File: config.mk
export PLATFORM = sky130hd
export DESIGN_NAME = data_sampling
export DESIGN_NICKNAME = d
export VERILOG_FILES = /design/src/rtl/uart_rx_pkg.sv /design/src/rtl/sync_2ff.sv /design/src/rtl/data_sampling.sv
export SDC_FILE = /design/constraint.sdc
export NUM_CORES = 1
export LEC_CHECK = 0
export ABC_CLOCK_PERIOD_IN_PS = 2200
export CORE_ASPECT_RATIO = 1.75
export CORE_MARGIN = 2
export CORE_UTILIZATION = 47
export CTS_BUF_LIST = sky130_fd_sc_hd__clkbuf_8
export CTS_CLUSTER_SIZE = 30
export DETAILED_ROUTE_END_ITERATION = 10
export PLACE_DENSITY = 0.87
export SKIP_LAST_GASP = 1
export SLEW_MARGIN = 5
export SYNTH_ARGS = -nofsm -noshare
export SYNTH_HDL_FRONTEND = slang
export SYNTH_HIERARCHICAL = 1
export SYNTH_SLANG_ARGS = --single-unit
File: constraint.sdc
create_clock -name CLK -period 2.2 [get_ports CLK]
set_clock_uncertainty 0.15 [all_clocks]
set_input_delay 0.44 -clock CLK [delete_from_list [all_inputs] [get_ports CLK]]
set_output_delay 0.44 -clock CLK [all_outputs]
set_load 0.03 [all_outputs]
File: src/rtl/uart_rx_pkg.sv
// Shared constants and helpers for the UART receive path.
// Holds the legal oversampling ratios, frame length and majority vote.
package uart_rx_pkg;

    localparam int PRESCALE_8     = 8;
    localparam int PRESCALE_16    = 16;
    localparam int PRESCALE_32    = 32;
    localparam int FRAME_BITS_DEF = 11;

    function automatic logic maj3(input logic a,
                                  input logic b,
                                  input logic c);
        return (a & b) | (a & c) | (b & c);
    endfunction

endpackage

File: src/rtl/sync_2ff.sv
// Two-flop synchronizer for a single asynchronous bit.
// Both flops reset to RST_VAL so the line looks idle out of reset.
module sync_2ff #(
    parameter logic RST_VAL = 1'b1
) (
    input  logic clk,
    input  logic rst,
    input  logic d,
    output logic q
);

    logic meta;

    always_ff @(posedge clk or posedge rst) begin
        if (rst) begin
            meta <= RST_VAL;
            q    <= RST_VAL;
        end else begin
            meta <= d;
            q    <= meta;
        end
    end

endmodule

File: src/rtl/data_sampling.sv
// Oversampled bit recovery: 3-sample majority vote around mid-bit.
// Tracks edge/bit position and strobes each recovered bit once.
module data_sampling
    import uart_rx_pkg::*;
#(
    parameter int PRESCALE_W = 6,
    parameter int FRAME_BITS = FRAME_BITS_DEF,
    parameter int BIT_CNT_W  = 4
) (
    input  logic                  CLK,
    input  logic                  RST,
    input  logic                  rx_in,
    input  logic [PRESCALE_W-1:0] prescale,
    input  logic                  samp_enable,
    output logic                  samp_data_out,
    output logic                  samp_valid,
    output logic [PRESCALE_W-1:0] edge_cnt,
    output logic [BIT_CNT_W-1:0]  bit_cnt,
    output logic                  bit_done
);

    localparam logic [PRESCALE_W-1:0] P8  = PRESCALE_W'(PRESCALE_8);
    localparam logic [PRESCALE_W-1:0] P16 = PRESCALE_W'(PRESCALE_16);
    localparam logic [PRESCALE_W-1:0] P32 = PRESCALE_W'(PRESCALE_32);
    localparam logic [BIT_CNT_W-1:0]  BIT_LAST = BIT_CNT_W'(FRAME_BITS - 1);

    logic                  rx_sync;
    logic [PRESCALE_W-1:0] p_q;
    logic [PRESCALE_W-1:0] p_legal;
    logic [PRESCALE_W-1:0] h;
    logic                  edge_last;
    logic                  s0;
    logic                  s1;

    sync_2ff #(
        .RST_VAL (1'b1)
    ) u_sync (
        .clk (CLK),
        .rst (RST),
        .d   (rx_in),
        .q   (rx_sync)
    );

    // Unsupported ratios fall back to the slowest-clock-safe 8x
    always_comb begin
        p_legal = P8;
        unique case (1'b1)
            (prescale == P16): p_legal = P16;
            (prescale == P32): p_legal = P32;
            default:           p_legal = P8;
        endcase
    end

    assign h         = p_q >> 1;
    assign edge_last = (edge_cnt == p_q - 1'b1);
    assign bit_done  = samp_enable & edge_last;

    always_ff @(posedge CLK or posedge RST) begin
        if (RST) begin
            p_q      <= P8;
            edge_cnt <= '0;
            bit_cnt  <= '0;
        end else if (!samp_enable) begin
            p_q      <= p_legal;
            edge_cnt <= '0;
            bit_cnt  <= '0;
        end else if (edge_last) begin
            edge_cnt <= '0;
            bit_cnt  <= (bit_cnt == BIT_LAST) ? '0 : bit_cnt + 1'b1;
        end else begin
            edge_cnt <= edge_cnt + 1'b1;
        end
    end

    // Vote uses the two stored samples plus the live one at H+1
    always_ff @(posedge CLK or posedge RST) begin
        if (RST) begin
            s0            <= 1'b1;
            s1            <= 1'b1;
            samp_data_out <= 1'b1;
            samp_valid    <= 1'b0;
        end else begin
            samp_valid <= 1'b0;
            if (samp_enable) begin
                if (edge_cnt == h - 1'b1) s0 <= rx_sync;
                if (edge_cnt == h)        s1 <= rx_sync;
                if (edge_cnt == h + 1'b1) begin
                    samp_data_out <= maj3(s0, s1, rx_sync);
                    samp_valid    <= 1'b1;
                end
            end
        end
    end

endmodule
==> results of run 1 <==
-- cells by family after synthesis --
family | share of synthesized area
mux | 0.0583
simple gates | 0.210
flops | 0.441
xor+xnor | 0.126
fa+ha+maj | 0.0777
compound gates | 0.0469
buf+inv | 0.0400
-- cells in the final DEF, fill, tap and decap left out, types with 4 or more instances in the layout --
cell type / synthesis / layout
clkdlybuf4s50_1: 0 / 20
dfrtp_1: 13 / 12
nand2_1: 8 / 8
xor2_1: 8 / 8
inv_1: 7 / 7
buf_4: 0 / 7
dfstp_2: 6 / 6
ha_1: 6 / 5
nor2_1: 4 / 4
-- worst min-delay path by stage --
stage	startpoint	endpoint	slack [ns]	cells past startpoint
2_1_floorplan	RST	u_sync/meta	0.20	1
3_3_place_gp	u_sync/meta	u_sync/q	0.20	0
3_5_place_dp	u_sync/meta	u_sync/q	0.20	0
4_1_cts	u_sync/meta	u_sync/q	0.21	0
5_1_grt	u_sync/meta	u_sync/q	0.22	0
6_report	u_sync/meta	u_sync/q	0.21	0
-- flip-flops by register name, summed over array words and instances (netlist names) --
name and cells:
u_sync/q 1, samp_valid 1, u_sync/meta 1, edge_cnt 6, s0 1, bit_cnt 4, s1 1, p_q 3
samp_data_out 1
-- power breakdown --
part	switching, mW	leakage [nW]	total (mW)	internal (mW)
Sequential	0.0185	0.241	0.413	0.394
Clock	0.110	0.0269	0.234	0.124
Combinational	0.0652	0.413	0.137	0.0717
-- metrics by stage --
| stage | utilization | total power, mW | instance area [µm²] | cells | setup slack [ns] |
|---|---|---|---|---|---|
| 5_1_grt | 0.652 | 0.824 | 1460 | 157 | -0.260 |
| 3_3_place_gp | 0.621 | 0.547 | 1390 | 153 | 0.0807 |
| 4_1_cts | 0.651 | 0.795 | 1460 | 157 | -0.181 |
| 2_1_floorplan | - | 0.497 | 1110 | 103 | -0.0363 |
| 6_report | 0.652 | 0.783 | 1460 | 157 | -0.172 |
| 3_5_place_dp | 0.621 | 0.554 | 1390 | 153 | 0.0613 |
-- timing repair --
item                       4_1_cts  5_1_grt
setup endpoints to repair        1        2
resized for setup                3        1
pin swaps                        2        0
-- layout make-up --
cell class | instances | area [µm²] | area share
Sequential cell | 19 | 484 | 0.331
Timing Repair Buffer | 29 | 277 | 0.189
Tap cell | 25 | 31.3 | 0.0214
Multi-Input combinational cell | 73 | 601 | 0.410
Clock inverter | 1 | 3.75 | 0.00256
Clock buffer | 3 | 41.3 | 0.0282
Inverter | 7 | 26.3 | 0.0179
-- metal layers --
metal,wire length [µm],part of all wire
met4,36,0.016
met2,1340,0.58
met1,850,0.37
met5,0,0
met3,88,0.038
==> impl_metrics.ini, run 1 <==
[status]
status = finished with violations
violations = setup timing

[final_layout]
num_antenna_cells = 0
nNetsFinal = 149
area.growth.synth_to_final_pct = 33.7
drive_gt1_frac = 0.212
fillers = 179

[setup_path]
r2r_slack_ns = 0.18
critical_path_class = register to output port
path_cells = inv_2, ha_4, xnor2_4, nor4_4, and2_4, buf_6
r2r_end = s0
required_ns = 1.61
worstReg2RegStart = p_q[3]
crit_path_end_kind = output port
crit_end = bit_done
worstRegToRegCells = 6
cp_top_family = flip-flops
crit_cells = 6
start_kind = register
crit_start = p_q[3]
slowest_stage = dfstp_2
cp_num_buf_inv = 2
critPathMaxStageDelay_ns = 0.54
worst_ep_arrival_time_ns = 1.78
critPathMaxFanout = 3

[cts]
clk_latency_ns = 0.25
clock_sinks = 19
hold_buffers = 0
cts.clk_slew.worst_paths_ns = 0.07
cts_tree = built
cts_setup_buffers = 0
cts_buffers = 3
cts-root-buf = clkbuf_8
cts_max_path_buffers = 2
htree_levels = 1

[placed_design]
dpl.hpwl_um = 1620
place_congestion = 0.716
port_buffers = 22

[routing]
ant_nets = 0
dr.pass1.iters = 4
drc = 0
vias = 836
via_per_inst = 5.32
wire_per_inst_um = 14.7
initialDrtViolationCount = 15
drt-total-wl_um = 2310

[global_routing]
grtUsageMet3 = 0.0195
grt_max_degree = 19
grt_pass1_vias = 788
busiest_layer = met2
grt_pass1_wl_um = 3650
use_met2 = 0.343
use_met1 = 0.234
antenna_found_initial = 0
grt_usage = 0.199
grt-ovfl-total = 0

[timing]
period_share = 1.08
hold_viol = 0
drv_slew = 0
setup_tns_ns = -0.172
maxSlewHeadroom = 0.559
min_period_ns = 2.37
clock.fmax_mhz = 422
hold_ws_ns = 0.211
finalSetupViolations = 1
worstMarginPinSlew_ns = 0.660
worst_slack_ns = -0.172
grt_setup_unrepaired = true

[floorplan]
die_area_um2 = 2750
die_w_um = 40.5
pin_count = 23
initial_core_util = 0.488
core_area_um2 = 2240
die_y_um = 67.8
fp-row-count = 23

[yosys]
synthArstFlopShare = 1.00
synth_area_per_cell_um2 = 10.6
yosys.cell_count.top_type = dfrtp_1
ys_seq_elements = 19
synth-main-ff-cell = dfrtp_1
synthCells = 103
yosysWarningCount = 6
seq_area_frac_synth = 0.441
syn_area_um2 = 1090
synth_edf_count = 0
yosysUniqueCellTypes = 35
syn-num-nets = 119
synth_common_cells = dfrtp_1 (13), nand2_1 (8), xor2_1 (8)
synth_area_leaders = dfrtp_1 (30%), dfstp_2 (14%), ha_1 (6.9%), xor2_1 (6.4%), mux2_2 (3.1%)
synth_top_area_frac = 0.297
synth.largest_area_cell = dfrtp_1

[pwr]
p_per_area_nw_per_um2 = 535
peakVddDrop_mv = 0.387
p_leak_nw = 0.681

[hold_path]
min_path_type = register to register

[run]
cap_violations = 0
Note: power is estimated with default switching activity, not from simulation.
==> run 2, diff against run 1 <==
Settings changed: CORE_MARGIN 2 to unset, SKIP_LAST_GASP 1 to unset.
==> run 2 against run 1 <==
  * The flow still finishes with violations (setup timing)
  * Core utilization grew 3.3 points
  * Hold slack gained 0.0077 ns
  * Count of clock-buffer cells in the layout is the same
  * First-iteration DRC count shrank 40%
==> impl_metrics.ini, run 2 (synthesis gave the netlist of run 1 again) <==
[final_layout]
largest_reg_flops = 6
layout_commonest_cell = clkdlybuf4s50_1
largest_register = edge_cnt
multi_input_area_um2 = 601
layout_common_cells = clkdlybuf4s50_1 (20), dfrtp_1 (12), nand2_1 (8), xor2_1 (8), buf_4 (8)
nNetsFinal = 150
final_cells = 157
area.growth.synth_to_final_pct = 34.4
reg_top3 = edge_cnt: 6 flops, bit_cnt: 4 flops, p_q: 3 flops
fin_util = 0.685
drive_gt1_frac = 0.226
num_antenna_cells = 0
seq_area_um2 = 484
design_area_um2 = 1470
fillers = 150

[routing]
ant_nets = 0
initialDrtViolationCount = 9
vias = 856
drc = 0
via_per_inst = 5.45
drt-total-wl_um = 2320
dr.pass1.iters = 4
wire_per_inst_um = 14.8

[pwr]
p_sw_mw = 0.197
switching_share = 0.249
p_per_area_nw_per_um2 = 537
peakVddDrop_mv = 0.397
p_leak_nw = 0.684
combPwrFrac = 0.175
p_int_mw = 0.593
pwr-share-seq = 0.524
pwr-share-clk = 0.301
finalPower_mw = 0.790

[timing]
drv_slew = 0
hold_ws_ns = 0.218
min_period_ns = 2.37
setup_tns_ns = -0.173
grt_setup_unrepaired = true
clock.fmax_mhz = 421
period_share = 1.08
maxSlewHeadroom = 0.706
finalSetupViolations = 1
worst_slack_ns = -0.173
worstMarginPinSlew_ns = 0.441
hold_viol = 0

[global_routing]
grt_pass1_vias = 874
grt_usage = 0.209
grt_pass1_wl_um = 3730
antenna_found_initial = 0
grt-ovfl-total = 0
grt_max_degree = 19

[floorplan]
die_area_um2 = 2530
pin_count = 23
fp-row-count = 22
initial_core_util = 0.510
core_area_um2 = 2150
die_w_um = 38.5
die_y_um = 65.8

[cts]
htree_levels = 1
cts_buffers = 3
clk_latency_ns = 0.25
cts_max_path_buffers = 2
cts-root-buf = clkbuf_8
cts.clk_slew.worst_paths_ns = 0.07
cts_tree = built
clock_sinks = 19
hold_buffers = 0

[setup_path]
critical_path_class = register to output port
critPathMaxFanout = 3
required_ns = 1.61
worst_ep_arrival_time_ns = 1.78
crit_path_end_kind = output port
start_kind = register

[placed_design]
port_buffers = 22
place_congestion = 0.746
place_area_um2 = 1390
dp_slack_ns = 0.0658
dpl.hpwl_um = 1720
dpl.cell_count = 152

[status]
violations = setup timing
status = finished with violations

[run]
cap_violations = 0

[hold_path]
min_path_type = register to register
run 2: cell count changes in the layout (fill, tap and decap cells not counted), sizes merged:
cell,before,now
clkinv,0,1
buf,8,9
inv,8,7
run 2: final cells by class:
| type | instances | share of cell area |
|---|---|---|
| clock inverter | 1 | 0.00340 |
| inverter | 7 | 0.0179 |
| multi-input combinational | 73 | 0.408 |
| timing repair buffer | 30 | 0.193 |
| sequential | 19 | 0.329 |
| clock buffer | 3 | 0.0281 |
| tap | 24 | 0.0204 |
run 2: power groups by stage:
stage | clock network [mW] | logic, mW | registers (mW)
after floorplan | 0 | 0.0619 | 0.436
after global placement | 0 | 0.130 | 0.416
after detailed placement | 0 | 0.137 | 0.420
after CTS | 0.243 | 0.140 | 0.414
after global routing | 0.256 | 0.148 | 0.417
final | 0.237 | 0.138 | 0.414
run 2: layer usage:
layer / track usage / routed length [µm] / share of wire
met4: 0.112 / 61 / 0.026
met2: 0.360 / 1300 / 0.56
met5: 0 / 0 / 0
met3: 0.0269 / 88 / 0.038
met1: 0.234 / 864 / 0.37
run 2: repair_timing:
item / in CTS / in global routing
setup endpoints to repair: 1 / 2
endpoints found under the hold margin: 0 / 0
setup buffers: 1 / 0
gates resized for setup: 3 / 1
pin swaps: 2 / 0
run 2: final timing paths:
kind	startpoint	to	slack, ns	cells after the start
max in group asynchronous	RST	edge_cnt[5]	1.08	3
worst max register to register	p_q[3]	bit_cnt[3]	0.14	8
worst min-delay path	u_sync/meta	u_sync/q	0.22	0
worst min register to register	u_sync/meta	u_sync/q	0.22	0
worst max-delay path	p_q[3]	bit_done	-0.17	6
min in group asynchronous	RST	bit_cnt[0]	0.37	2
run 2: worst max-delay path: stages, from the launching register on:
cell	delay, ns
dfstp_2	0.55
inv_2	0.06
ha_4	0.24
xnor2_4	0.14
nor4_4	0.25
and2_4	0.18
buf_6	0.12
==> run 3, diff against run 2 <==
Settings changed: CORE_UTILIZATION 47 to 45, CTS_BUF_LIST sky130_fd_sc_hd__clkbuf_8 to unset, PLACE_DENSITY 0.87 to 0.85, SLEW_MARGIN 5 to unset.
==> run 3 against run 2 <==
  * The run still ends with setup timing left
  * Critical path depth did not move
  * First-iteration DRC count up 100%
  * Fmax down 1.8%
  * Sequential power is essentially flat
==> impl_metrics.ini, run 3 (synthesis gave the netlist of run 1 again) <==
[status]
status = finished with violations
violations = setup timing

[hold_path]
min_path_type = register to register

[final_layout]
layout_common_cells = clkdlybuf4s50_1 (20), dfrtp_1 (12), nand2_1 (8), xor2_1 (8), buf_4 (8)
multi_input_area_um2 = 601
nNetsFinal = 150
fillers = 182
seq_area_um2 = 484
layout_commonest_cell = clkdlybuf4s50_1
drive_gt1_frac = 0.226
largest_register = edge_cnt
design_area_um2 = 1480
reg_top3 = edge_cnt: 6 flops, bit_cnt: 4 flops, p_q: 3 flops
num_antenna_cells = 0
largest_reg_flops = 6
area.growth.synth_to_final_pct = 34.7

[pwr]
p_per_area_nw_per_um2 = 544
p_leak_nw = 0.681
peakVddDrop_mv = 0.537

[timing]
grt_setup_unrepaired = true
period_share = 1.10
maxSlewHeadroom = 0.740
finalSetupViolations = 1
min_period_ns = 2.42
hold_viol = 0
setup_tns_ns = -0.216
worst_slack_ns = -0.216
worstMarginPinSlew_ns = 0.390
clock.fmax_mhz = 414
drv_slew = 0

[cts]
cts_buffers = 3
clock_sinks = 19
cts_max_path_buffers = 2
hold_buffers = 0
cts.clk_slew.worst_paths_ns = 0.07
cts_tree = built
cts-root-buf = clkbuf_8
clk_latency_ns = 0.26
htree_levels = 1

[global_routing]
grt-ovfl-total = 0
grt_pass1_wl_um = 3930
grt_usage = 0.223
antenna_found_initial = 0
grt_max_degree = 19
grt_pass1_vias = 867

[setup_path]
worst_ep_arrival_time_ns = 1.83
critPathMaxFanout = 2
start_kind = register
required_ns = 1.61
crit_path_end_kind = output port
critical_path_class = register to output port

[floorplan]
fp-row-count = 23
die_area_um2 = 2640
core_area_um2 = 2300
pin_count = 23
die_w_um = 39.3
initial_core_util = 0.476
die_y_um = 67.3

[routing]
ant_nets = 0
wire_per_inst_um = 14.9
drt-total-wl_um = 2360
drc = 0
vias = 839
via_per_inst = 5.31
initialDrtViolationCount = 18
dr.pass1.iters = 4

[placed_design]
dpl.hpwl_um = 1820
place_area_um2 = 1390
port_buffers = 22
place_congestion = 0.817

[run]
cap_violations = 0
-- run 3: changes by cell type in the layout (fill, tap and decap cells not counted), sizes merged --
cell / change
clkinvlp: +1
clkinv: -1
-- run 3: layout make-up --
type,instances,share of cell area
clock buffers,3,0.0280
clock inverters,1,0.00509
inverters,7,0.0178
multi-input cells,73,0.407
flip-flops and latches,19,0.328
well taps,25,0.0212
repair buffers,30,0.193
-- run 3: per-layer routing --
metal | vias up | global-route usage | wire length (µm)
met2 | 19 | 0.392 | 1370
met1 | 413 | 0.236 | 840
li1 | 403 | - | -
met4 | 0 | 0.147 | 55
met3 | 4 | 0.0263 | 86
met5 | - | 0 | 0
-- run 3: power by group --
part           switching [mW]  internal [mW]  leakage, nW
sequential             0.0196          0.394        0.241
combinational          0.0632         0.0717        0.418
clock                   0.126          0.128       0.0217
total                   0.209          0.594        0.681
-- run 3: per-stage QoR --
| step | power [mW] | cells | util | hold WS [ns] | worst slack, ns |
|---|---|---|---|---|---|
| after floorplan | 0.497 | 103 | - | 0.195 | -0.0363 |
| after global placement | 0.546 | 153 | 0.605 | 0.197 | 0.109 |
| after detailed placement | 0.553 | 153 | 0.605 | 0.197 | 0.0731 |
| after CTS | 0.803 | 159 | 0.643 | 0.208 | -0.159 |
| after global routing | 0.838 | 158 | 0.641 | 0.209 | -0.269 |
| final | 0.803 | 158 | 0.641 | 0.207 | -0.216 |
-- run 3: repair_timing --
action	4_1_cts	5_1_grt
pin swaps	2	1
hold endpoints to repair	0	0
buffers inserted	2	1
endpoints found under the setup margin	1	4
gates resized for setup	3	1
-- run 3: critical path, cell delays in order, from the launching register on --
cell and delay [ns]:
dfstp_2 0.55, inv_2 0.05, ha_4 0.16, xor3_2 0.24
nor4_4 0.25, and2_4 0.19, buf_6 0.12
-- run 3: path summary, 6_finish.rpt --
| path | from | end | slack [ns] | cells past startpoint |
|---|---|---|---|---|
| hold / removal | u_sync/meta | u_sync/q | 0.21 | 0 |
| max in group asynchronous | RST | samp_data_out | 1.09 | 3 |
| setup reg to reg | p_q[3] | bit_cnt[3] | 0.14 | 8 |
| min in group asynchronous | RST | bit_cnt[2] | 0.30 | 2 |
| setup / recovery | p_q[3] | bit_done | -0.22 | 6 |
| hold reg to reg | u_sync/meta | u_sync/q | 0.21 | 0 |
